## config.mk

```make
export PLATFORM = sky130hd
export DESIGN_NAME = pcoeff_result_collector
export DESIGN_NICKNAME = d
export VERILOG_FILES = /design/src/rtl/pcoeff_result_collector_pkg.sv /design/src/rtl/pcoeff_result_collector_resultBuffer2.sv /design/src/rtl/pcoeff_result_collector.sv
export SDC_FILE = /design/constraint.sdc
export NUM_CORES = 1
export LEC_CHECK = 0
export CORE_UTILIZATION = 45
export DETAILED_ROUTE_END_ITERATION = 8
export PLACE_DENSITY_LB_ADDON = 0.2
export SLEW_MARGIN = 0
export SYNTH_ARGS = -nofsm -noshare
export SYNTH_HDL_FRONTEND = slang
export SYNTH_HIERARCHICAL = 1
export SYNTH_SLANG_ARGS = --single-unit
```

## constraint.sdc

```tcl
create_clock -name clk -period 2.1 [get_ports clk]
set_input_delay 0.42 -clock clk [delete_from_list [all_inputs] [get_ports clk]]
set_output_delay 0.42 -clock clk [all_outputs]
set_load 0.02 [all_outputs]
```

## src/rtl/pcoeff_result_collector_pkg.sv

```systemverilog
// Shared widths and state encoding for the pcoeff result collector.
// These widths stand in for the pipeline globals (PCOEFF_COUNT_BITWIDTH and its derived widths).
package pcoeff_result_collector_pkg;

    localparam int PCOEFF_COUNT_BITWIDTH = 16;
    localparam int PCOEFF_COUNT_WIDTH    = PCOEFF_COUNT_BITWIDTH + 2;
    localparam int PCOEFF_SUM_WIDTH      = PCOEFF_COUNT_BITWIDTH + 2 + 35;

    typedef enum logic {
        IDLE = 1'b0,
        WAIT = 1'b1
    } collectorState_t;

endpackage

```

## src/rtl/pcoeff_result_collector_resultBuffer2.sv

```systemverilog
// resultBuffer2: two-entry in-order FIFO with a valid/ready output side and an occupancy count.
// The writer must never push when occupancy is 2; the collector's grab guard ensures that.
module resultBuffer2 #(
    parameter int DATA_WIDTH = 8
) (
    input  logic                  clk,
    input  logic                  rst,
    input  logic                  pushValid,
    input  logic [DATA_WIDTH-1:0] pushData,
    output logic                  outValid,
    input  logic                  outReady,
    output logic [DATA_WIDTH-1:0] outData,
    output logic [1:0]            occupancy
);

    logic [DATA_WIDTH-1:0] entry0;
    logic [DATA_WIDTH-1:0] entry1;
    logic                  rdPtr;
    logic                  wrPtr;
    logic                  pop;

    // Handshake: an entry leaves on a cycle where outValid && outReady; the head is
    // held unchanged while outValid is high and outReady is low.
    assign outValid = (occupancy != 2'd0);
    assign pop      = outValid && outReady;
    assign outData  = rdPtr ? entry1 : entry0;

    always_ff @(posedge clk or negedge rst) begin
        if (!rst) begin
            entry0    <= '0;
            entry1    <= '0;
            rdPtr     <= 1'b0;
            wrPtr     <= 1'b0;
            occupancy <= 2'd0;
        end else begin
            if (pushValid) begin
                if (wrPtr) entry1 <= pushData;
                else       entry0 <= pushData;
                wrPtr <= ~wrPtr;
            end
            if (pop) begin
                rdPtr <= ~rdPtr;
            end
            case ({pushValid, pop})
                2'b10:   occupancy <= occupancy + 2'd1;
                2'b01:   occupancy <= occupancy - 2'd1;
                default: occupancy <= occupancy;
            endcase
        end
    end

endmodule

```

## src/rtl/pcoeff_result_collector.sv

```systemverilog
// pcoeff_result_collector: grabs results from the permutation pack, tags them and queues them in a
// two-entry valid/ready buffer. Defining PCOEFF_RESULT_CHECK_EN adds the sticky resultError check.
module pcoeff_result_collector
    import pcoeff_result_collector_pkg::*;
#(
    parameter int SUM_WIDTH    = PCOEFF_SUM_WIDTH,
    parameter int COUNT_WIDTH  = PCOEFF_COUNT_WIDTH,
    parameter int GRAB_LATENCY = 8,
    parameter int TAG_WIDTH    = 16
) (
    input  logic                   clk,
    input  logic                   rst,
    input  logic                   resultsAvailable,
    output logic                   grabResults,
    input  logic [SUM_WIDTH-1:0]   pcoeffSum,
    input  logic [COUNT_WIDTH-1:0] pcoeffCount,
    output logic                   outValid,
    input  logic                   outReady,
    output logic [TAG_WIDTH-1:0]   outTag,
    output logic [SUM_WIDTH-1:0]   outSum,
    output logic [COUNT_WIDTH-1:0] outCount,
    output logic [1:0]             occupancy,
`ifdef PCOEFF_RESULT_CHECK_EN
    output logic                   resultError,
`endif
    output collectorState_t        dbgState
);

    localparam int CNT_W  = $clog2(GRAB_LATENCY);
    localparam int DATA_W = TAG_WIDTH + SUM_WIDTH + COUNT_WIDTH;

    collectorState_t         state;
    collectorState_t         nextState;
    logic [CNT_W-1:0]        waitCnt;
    logic [TAG_WIDTH-1:0]    tag;
    logic                    startGrab;
    logic                    capture;
    logic                    pop;
    logic [1:0]              occAfterPop;
    logic [DATA_W-1:0]       headData;

    assign pop         = outValid && outReady;
    assign occAfterPop = occupancy - {1'b0, pop};
    assign dbgState    = state;

    // A grab is only started when the slot it will fill is already guaranteed free.
    always_comb begin
        nextState = state;
        startGrab = 1'b0;
        capture   = 1'b0;
        case (state)
            IDLE: begin
                if (resultsAvailable && (occAfterPop < 2'd2)) begin
                    startGrab = 1'b1;
                    nextState = WAIT;
                end
            end
            WAIT: begin
                if (waitCnt == '0) begin
                    capture   = 1'b1;
                    nextState = IDLE;
                end
            end
            default: nextState = IDLE;
        endcase
    end

    always_ff @(posedge clk or negedge rst) begin
        if (!rst) begin
            state       <= IDLE;
            grabResults <= 1'b0;
            waitCnt     <= '0;
            tag         <= '0;
        end else begin
            state       <= nextState;
            grabResults <= startGrab;
            if (startGrab) begin
                waitCnt <= CNT_W'(GRAB_LATENCY - 1);
            end else if (state == WAIT && waitCnt != '0) begin
                waitCnt <= waitCnt - CNT_W'(1);
            end
            if (capture) begin
                tag <= tag + TAG_WIDTH'(1);
            end
        end
    end

`ifdef PCOEFF_RESULT_CHECK_EN
    logic badResult;

    assign badResult = ((pcoeffCount == '0) && (pcoeffSum != '0)) ||
                       (pcoeffSum < SUM_WIDTH'(pcoeffCount));

    always_ff @(posedge clk or negedge rst) begin
        if (!rst) begin
            resultError <= 1'b0;
        end else if (capture && badResult) begin
            resultError <= 1'b1;
        end
    end
`endif

    resultBuffer2 #(
        .DATA_WIDTH(DATA_W)
    ) u_buffer (
        .clk       (clk),
        .rst       (rst),
        .pushValid (capture),
        .pushData  ({tag, pcoeffSum, pcoeffCount}),
        .outValid  (outValid),
        .outReady  (outReady),
        .outData   (headData),
        .occupancy (occupancy)
    );

    assign {outTag, outSum, outCount} = headData;

endmodule

```

Word-level counts from Yosys, hierarchy flattened:

Cells that the tools add are included.

* bits of input ports: 75
* bits in registers: 199

* order comparisons: 1
* multiplexer cells: 10
* reductions and logical operators: 10
* equal/unequal tests: 2
* add/sub/neg operators: 5
* bitwise gates (word level): 3

Operators with widths (count)
* 87-bit 2-to-1 mux: 1
* 16-bit by 1-bit adder with 16-bit output (second input constant): 1
* 3-bit 2-to-1 mux: 2
* 2-bit nonzero test: 3
* 1-bit 2-to-1 mux: 5
* 2-bit one-hot mux with 2 select lines: 1
* 2-bit AND reduction: 2
* 1-bit logical AND: 3
* 3-bit logical NOT: 1
* 1-bit NOT: 3
* 3-bit nonzero test: 1
* 3-bit by 1-bit subtractor with 3-bit output (second input constant): 1
* 2-bit by 1-bit adder with 2-bit output (second input constant): 1
* 2-bit by 1-bit == test with 1-bit output (second input constant): 1
* 2-bit == test (second input constant): 1
* 2-bit < comparator (second input constant): 1
* 1-bit one-hot mux with 2 select lines: 1
* 2-bit by 1-bit subtractor with 2-bit output: 1
* 2-bit by 1-bit subtractor with 2-bit output (second input constant): 1

Longest topological paths before layout:

Gate-level depths: netlist (run 1).

* depth in word-level cells: 8
* gate-level depth with buffers: 9
* gate-level depth less buffers: 8

By module:

The synthesis (run 1) kept the hierarchy.

By module, submodules not included
* resultBuffer2: seq. area each 4454.3 um^2, cells each 479, instances 1, area an instance 7802.5 um^2
* pcoeff_result_collector: seq. area each 525.5 um^2, cells each 86, instances 1, area an instance 957.2 um^2

Worst setup path before layout (run 1):

OpenSTA, ideal clock, no wires.

* path kind: register to register
* start point: register waitCnt[0]
* end point: register u_buffer.entry0[39]
* slack: 0.257 ns
* period minus slack after synthesis: 1.843 ns
* buffers on the path: 3
* cell stages (with the launch flop): 10
* data arrival time: 1.716 ns
* setup time: 0.127 ns
* cell sequence: dfrtp_1 > inv_1 > ha_1 > and3b_1 > buf_6 > inv_2 > nor2_4 > buf_6 > buf_6 > mux2_1

* cells in the longest elaborated chain, start to end: 4

RTL lines
* start: declaration: RTL line pcoeff_result_collector.sv:34 `logic [CNT_W-1:0] waitCnt;`
* start signal: assignment: RTL line pcoeff_result_collector.sv:78 `waitCnt <= CNT_W'(GRAB_LATENCY - 1);`
* start signal: assignment: RTL line pcoeff_result_collector.sv:80 `waitCnt <= waitCnt - CNT_W'(1);`
* 3-bit logical NOT: RTL line pcoeff_result_collector.sv:59 `if (waitCnt == '0) begin`
* 1-bit 2-to-1 mux: RTL line pcoeff_result_collector.sv:59
* 1-bit 2-to-1 mux: RTL line pcoeff_result_collector.sv:51 `case (state)`
* named net capture: RTL line pcoeff_result_collector.sv:37 `logic capture;`
* 2-bit AND reduction (no line)
* end signal: assignment: RTL line pcoeff_result_collector_resultBuffer2.sv:38 `else entry0 <= pushData;`
* end: declaration: RTL line pcoeff_result_collector_resultBuffer2.sv:16 `logic [DATA_WIDTH-1:0] entry0;`

The timed path passes the listed nets, and every way through them passes these cells.
A chain may end at the register's enable or synchronous reset.

Worst setup path after layout (run 1):

* start point: register u_buffer.rdPtr
* end point: output port outTag[3]

* cells in the longest elaborated chain, start to end: 1

RTL lines
* start: declaration: RTL line pcoeff_result_collector_resultBuffer2.sv:18 `logic rdPtr;`
* start signal: assignment: RTL line pcoeff_result_collector_resultBuffer2.sv:42 `rdPtr <= ~rdPtr;`
* 87-bit 2-to-1 mux: RTL line pcoeff_result_collector_resultBuffer2.sv:26 `assign outData = rdPtr ? entry1 : entry0;`
* end: declaration: RTL line pcoeff_result_collector.sv:19 `output logic [TAG_WIDTH-1:0] outTag,`

No other way between the ends.

==> reports/results.txt, run 1 <==
outcome: finished, violations left
failing checks: setup timing
first-pass GRT wire length: 30800 µm
Avg Inst Size Synth: 15.50 µm²
via-per-instance ratio: 5.067
Post-synth ARST share: 100.0%
cells after synthesis: 565
Worst Path Required: 1.68 ns
layout cells sized above 1: 50.26%
cell count of the worst reg-to-reg path: 8
Final GP Congestion: 0.7595
power per cell area: 1617 nW/µm²
area leader, netlist: dfrtp_1
htree depth: 4
final core utilization: 62.62%
vias in the first global route: 5908
Site Rows: 50
Top FF cell, synth: dfrtp_1
I/O pins: 167
HP Class: reg2reg
syn_nets: 644
# fillers: 1495
HP Start: u_buffer/entry0[50]
initial antenna violation count: 0
hold_ws: 0.4860 ns
root buf cell: clkbuf_16
register area share after synthesis: 56.85%
total wire length: 19530 µm
TritonCTS clock tree: yes
Area Growth Syn to Fin: 35.07%
worst setup margin: -0.05837 ns
Critical Path AT: 1.74 ns
vias: 5178
hold path cells: 1
minimum clock period: 2.158 ns
Antenna Cells: 0
Pleak: 5.325 nW
critical path type: reg2out
most frequent cell after synthesis: mux2_2
unique cell type count in the Yosys netlist: 30
die area: 20030 µm²
Post-synth EDFFs: 0
Max Freq: 0.4633 GHz
start of the worst register-to-register path: waitCnt[0]
FF-to-FF setup slack: 0.10 ns
startpoint class of the critical path: register
initial drt markers: 139
RSZ-0062 raised after global routing: true
# port buffers: 166
DR DRC count: 0
top post-synthesis cells by count: 202 x mux2_2, 199 x dfrtp_1, 30 x mux2_1, 30 x mux2_4
Clock transition at path regs: 0.07 ns
Initial Utilization: 46.36%
Final setup viols: 49
Hold Path Sink: u_buffer/entry0[50]
overall routing resource usage: 19.88%
First-pass DRT Iterations: 4
Final Hold Viols: 0
worst skew pair latency: 0.42 ns
total number of yosys warnings: 6
Total Power: 0.01913 W
drt wl/cell: 19.11 µm
Layout Skew: 0.007672 ns
top cells by area, synth: dfrtp_1 57%, mux2_2 26%, mux2_4 5.1%
number of CTS-inserted buffers: 17
Die W: 141.5 µm
Final ANT Viol Nets: 0
Yosys reg bits: 199
crit share post-route: 102.8%
Yosys top cell area share: 56.85%
Core ar.: 18890 µm²
largest fanout on the critical path: 6
max-slew violation count: 0
CP endpoint kind: output port
maximum vdd drop: 0.8004 mV
Clock Sinks: 199
Final nets: 830
CTS max path bufs: 2
largest net degree at the start of global routing: 58
Max-Cap Viols: 0
worst rel slew slack: 63.22%
Detailed Place HPWL: 12650 µm
capturing point of the worst reg2reg path: u_buffer/entry0[77]
GR Overflow Total: 0
Cell Area, Synth: 8760 µm²
worst-margin pin slew: 0.5459 ns
Die H: 141.5 µm
-- critical path: stages (launching register included) --
cell and delay (ns):
dfrtp_4 0.53, buf_12 0.16, clkbuf_16 0.16, mux2_4 0.32, buf_6 0.14
-- metal layers --
| metal | vias up | track usage [%] | wire (µm) |
|---|---|---|---|
| li1 | 2365 | - | - |
| met4 | 0 | 7.244 | 294 |
| met3 | 19 | 3.915 | 654 |
| met5 | - | 0 | 0 |
| met1 | 2690 | 24.42 | 8286 |
| met2 | 104 | 34.74 | 10300 |
-- placed cells by master, fill, tap and decap left out, drive strengths merged, types with 2 or more instances in the layout --
master / n
mux2: 262
dfrtp: 199
buf: 109
clkdlybuf4s50: 77
clkbuf: 23
xnor2: 15
nand2: 13
inv: 9
nand4: 6
xor2: 6
bufinv: 6
and3: 4
ha: 4
nor2: 4
clkinv: 3
clkdlybuf4s15: 3
o21ai: 2
nor3: 2
and2: 2
nand3: 2
dlygate4sd2: 2
-- kinds of logic after synthesis --
family                   count (synthesis)  synth area share, %
buffers and inverters                   36                2.785
AO/OA/AOI/OAI                            4               0.2571
multiplexers                           262                34.97
XOR/XNOR                                21                2.100
flip-flops                             199                56.85
adder cells (fa/ha/maj)                  4               0.5714
AND/OR/NAND/NOR                         39                2.471
-- sequential cells by signal, indices dropped and copies added (netlist names) --
register / cells
u_buffer/entry0: 87
u_buffer/entry1: 87
tag: 16
waitCnt: 3
u_buffer/occupancy: 2
dbgState: 1
grabResults: 1
u_buffer/rdPtr: 1
u_buffer/wrPtr: 1
-- stage by stage --
step	setup TNS [ns]	instance area [µm²]	cells	worst slack (ns)
6_report	-0.6248	11830	1022	-0.05837
5_1_grt	-4.742	11830	1022	-0.1086
4_1_cts	-3.633	11580	1018	-0.1262
3_5_place_dp	0	10810	980	0.02160
3_3_place_gp	0	10810	980	0.05449
2_1_floorplan	0	8760	565	0.2568
-- how the worst max path moves through the flow --
stage                     endpoint            from  depth (start not counted)
5_1_grt               outCount[14]  u_buffer/rdPtr                          3
4_1_cts                 outSum[11]  u_buffer/rdPtr                          5
3_5_place_dp           outCount[2]  u_buffer/rdPtr                          3
2_1_floorplan  u_buffer/entry0[39]      waitCnt[0]                          9
3_3_place_gp             outTag[0]  u_buffer/rdPtr                          3
6_report                 outTag[3]  u_buffer/rdPtr                          4
-- layout make-up --
cell class / instances / area (µm²) / share of cell area (%)
multi-input cells: 330 / 3590 / 30.34
flip-flops and latches: 199 / 4984 / 42.12
repair buffers: 197 / 2260 / 19.10
inverters: 6 / 22.52 / 0.1904
clock inverters: 12 / 221.5 / 1.872
clock buffers: 18 / 429.2 / 3.627
well taps: 260 / 325.3 / 2.750
-- report_power, final --
| group | internal, W | total [W] | leakage [nW] | switching [W] |
|---|---|---|---|---|
| Combinational | 0.00523 | 0.00915 | 2.59 | 0.00392 |
| Sequential | 0.00543 | 0.00634 | 2.42 | 0.000908 |
| Clock | 0.00223 | 0.00364 | 0.321 | 0.00141 |
-- repair_timing --
| action | CTS | global route |
|---|---|---|
| hold endpoints to repair | 50 | 0 |
| pin swaps | 0 | 1 |
| endpoints found under the setup margin | 88 | 141 |
| setup buffers | 6 | 2 |
| gates resized for setup | 474 | 50 |
| hold buffers | 1 | 0 |
| gates cloned | 2 | 4 |
Note: power is estimated with default switching activity, not from simulation.
==> inputs of run 2 (changes only) <==
--- a/config.mk
+++ b/config.mk
@@ -8,6 +8,7 @@
 export CORE_UTILIZATION = 45
 export DETAILED_ROUTE_END_ITERATION = 8
 export PLACE_DENSITY_LB_ADDON = 0.2
+export SKIP_CTS_REPAIR_TIMING = 1
 export SLEW_MARGIN = 0
 export SYNTH_ARGS = -nofsm -noshare
 export SYNTH_HDL_FRONTEND = slang
==> run 2 against run 1 <==
Net effect:
- the run still ends with setup timing left
- global-route usage decreased by 0.43 points
- critical path depth is 1 higher
- fmax decreased by 2.4%
- largest power group unchanged
- clock power hardly changed
- worst hold slack better by 0.0043 ns
- critical path type unchanged
- final cell count increased by 0.68%
==> reports/results.txt, run 2 (same netlist as run 1, synthesis figures left out) <==
Clock transition at path regs: 0.07 ns
drt wl/cell: 19.53 µm
final setup TNS: -2.983 ns
worst skew pair latency: 0.43 ns
First-pass DRT Iterations: 5
met1 WL: 8741 µm
max-slew violation count: 0
first-pass GRT wire length: 30210 µm
initial drt markers: 166
hold path cells: 1
Detailed Place HPWL: 12650 µm
Final GP Congestion: 0.7595
Final setup viols: 49
Layout Skew: 0.01329 ns
start of the worst register-to-register path: waitCnt[0]
power per cell area: 1618 nW/µm²
Area Growth Syn to Fin: 32.91%
Pleak: 5.278 nW
outcome: finished, violations left
worst rel slew slack: 62.22%
HP Class: reg2reg
root buf cell: clkbuf_16
I/O pins: 167
total wire length: 20100 µm
critical path type: reg2out
Initial Utilization: 46.36%
biggest regs: u_buffer/entry0 x87, u_buffer/entry1 x87, tag x16
hold_ws: 0.4903 ns
Max-Cap Viols: 0
Core ar.: 18890 µm²
Post-DP Area: 10810 µm²
die area: 20030 µm²
DR DRC count: 0
met3 WL: 693 µm
worst setup margin: -0.1104 ns
initial antenna violation count: 0
DR WL met2: 10330 µm
WP buf/inv: 4
Site Rows: 50
worst-margin pin slew: 0.5607 ns
highest routed layer: met4
largest fanout on the critical path: 7
HP Start: u_buffer/entry0[40]
final std cell area, no fill: 11640 µm²
Clock Sinks: 199
via-per-instance ratio: 5.091
overall routing resource usage: 19.45%
number of CTS-inserted buffers: 17
Die H: 141.5 µm
Final ANT Viol Nets: 0
Antenna Cells: 0
Die W: 141.5 µm
# fillers: 1536
maximum vdd drop: 0.8920 mV
Critical Path AT: 1.79 ns
minimum clock period: 2.210 ns
Final Hold Viols: 0
cell count of the worst reg-to-reg path: 7
# port buffers: 166
largest net degree at the start of global routing: 58
vias in the first global route: 5860
startpoint class of the critical path: register
failing checks: setup timing
FF-to-FF setup slack: 0.12 ns
vias: 5239
layout cells sized above 1: 50.85%
htree depth: 4
CTS max path bufs: 2
worst-path cell chain: buf_8 > buf_6 > clkbuf_16 > mux2_4 > buf_6
TritonCTS clock tree: yes
slowest stage cell, crit path: dfrtp_4
crit share post-route: 105.3%
capturing point of the worst reg2reg path: u_buffer/entry1[1]
Crit path max-delay family: buffers and inverters
Hold Path Sink: u_buffer/entry0[40]
most frequent CP cell: buf_6
Worst Path Required: 1.68 ns
Total Power: 0.01883 W
Final nets: 837
GR Overflow Total: 0
RSZ-0062 raised after global routing: true
commonest cells after routing, fill and taps aside: 198 x mux2_2, 198 x dfrtp_1, 77 x clkdlybuf4s50_1, 59 x buf_6
CP endpoint kind: output port
Max Freq: 0.4524 GHz
peak per-stage delay on the critical path: 0.50 ns
[run 2: worst register-to-register path, stage by stage, from the launching register on]
cell and delay, ns:
dfrtp_1 0.34, inv_1 0.08, ha_1 0.23, and3b_1 0.23, buf_12 0.15, nand2_4 0.20
buf_12 0.26, mux2_2 0.38
[run 2: power by group]
| group | internal, W | switching, W | leakage, nW |
|---|---|---|---|
| clock network | 0.00223 | 0.00142 | 0.321 |
| logic | 0.00491 | 0.00395 | 2.54 |
| registers | 0.00543 | 0.000897 | 2.42 |
[run 2: metrics by stage]
stage,worst slack [ns],util [%],cells
final,-0.1104,61.62,1029
after global routing,-0.1529,61.62,1029
after CTS,-0.4374,60.64,1010
after detailed placement,0.02160,57.19,980
after global placement,0.05449,57.19,980
after floorplan,0.2568,-,565
[run 2: cell type report]
type                    instances  area (µm²)  share of cell area (%)
inverters                       6       22.52                  0.1934
clock buffers                  18       429.2                   3.686
flip-flops and latches        199        4984                   42.81
well taps                     260       325.3                   2.794
multi-input cells             330        3556                   30.54
clock inverters                12       221.5                   1.902
repair buffers                204        2105                   18.08
[run 2: worst max path at each step]
stage / startpoint / to / slack [ns] / cells after the start
4_1_cts: u_buffer/rdPtr / outSum[25] / -0.44 / 3
3_3_place_gp: u_buffer/rdPtr / outTag[0] / 0.05 / 3
6_report: u_buffer/rdPtr / outSum[31] / -0.11 / 5
3_5_place_dp: u_buffer/rdPtr / outCount[2] / 0.02 / 3
2_1_floorplan: waitCnt[0] / u_buffer/entry0[39] / 0.26 / 9
5_1_grt: u_buffer/rdPtr / outSum[31] / -0.15 / 5
[run 2: routing by layer]
| metal | vias to the layer above | GRT usage (%) |
|---|---|---|
| met5 | - | 0 |
| met4 | 0 | 6.055 |
| met3 | 20 | 4.657 |
| met2 | 104 | 34.02 |
| met1 | 2728 | 23.72 |
| li1 | 2387 | - |
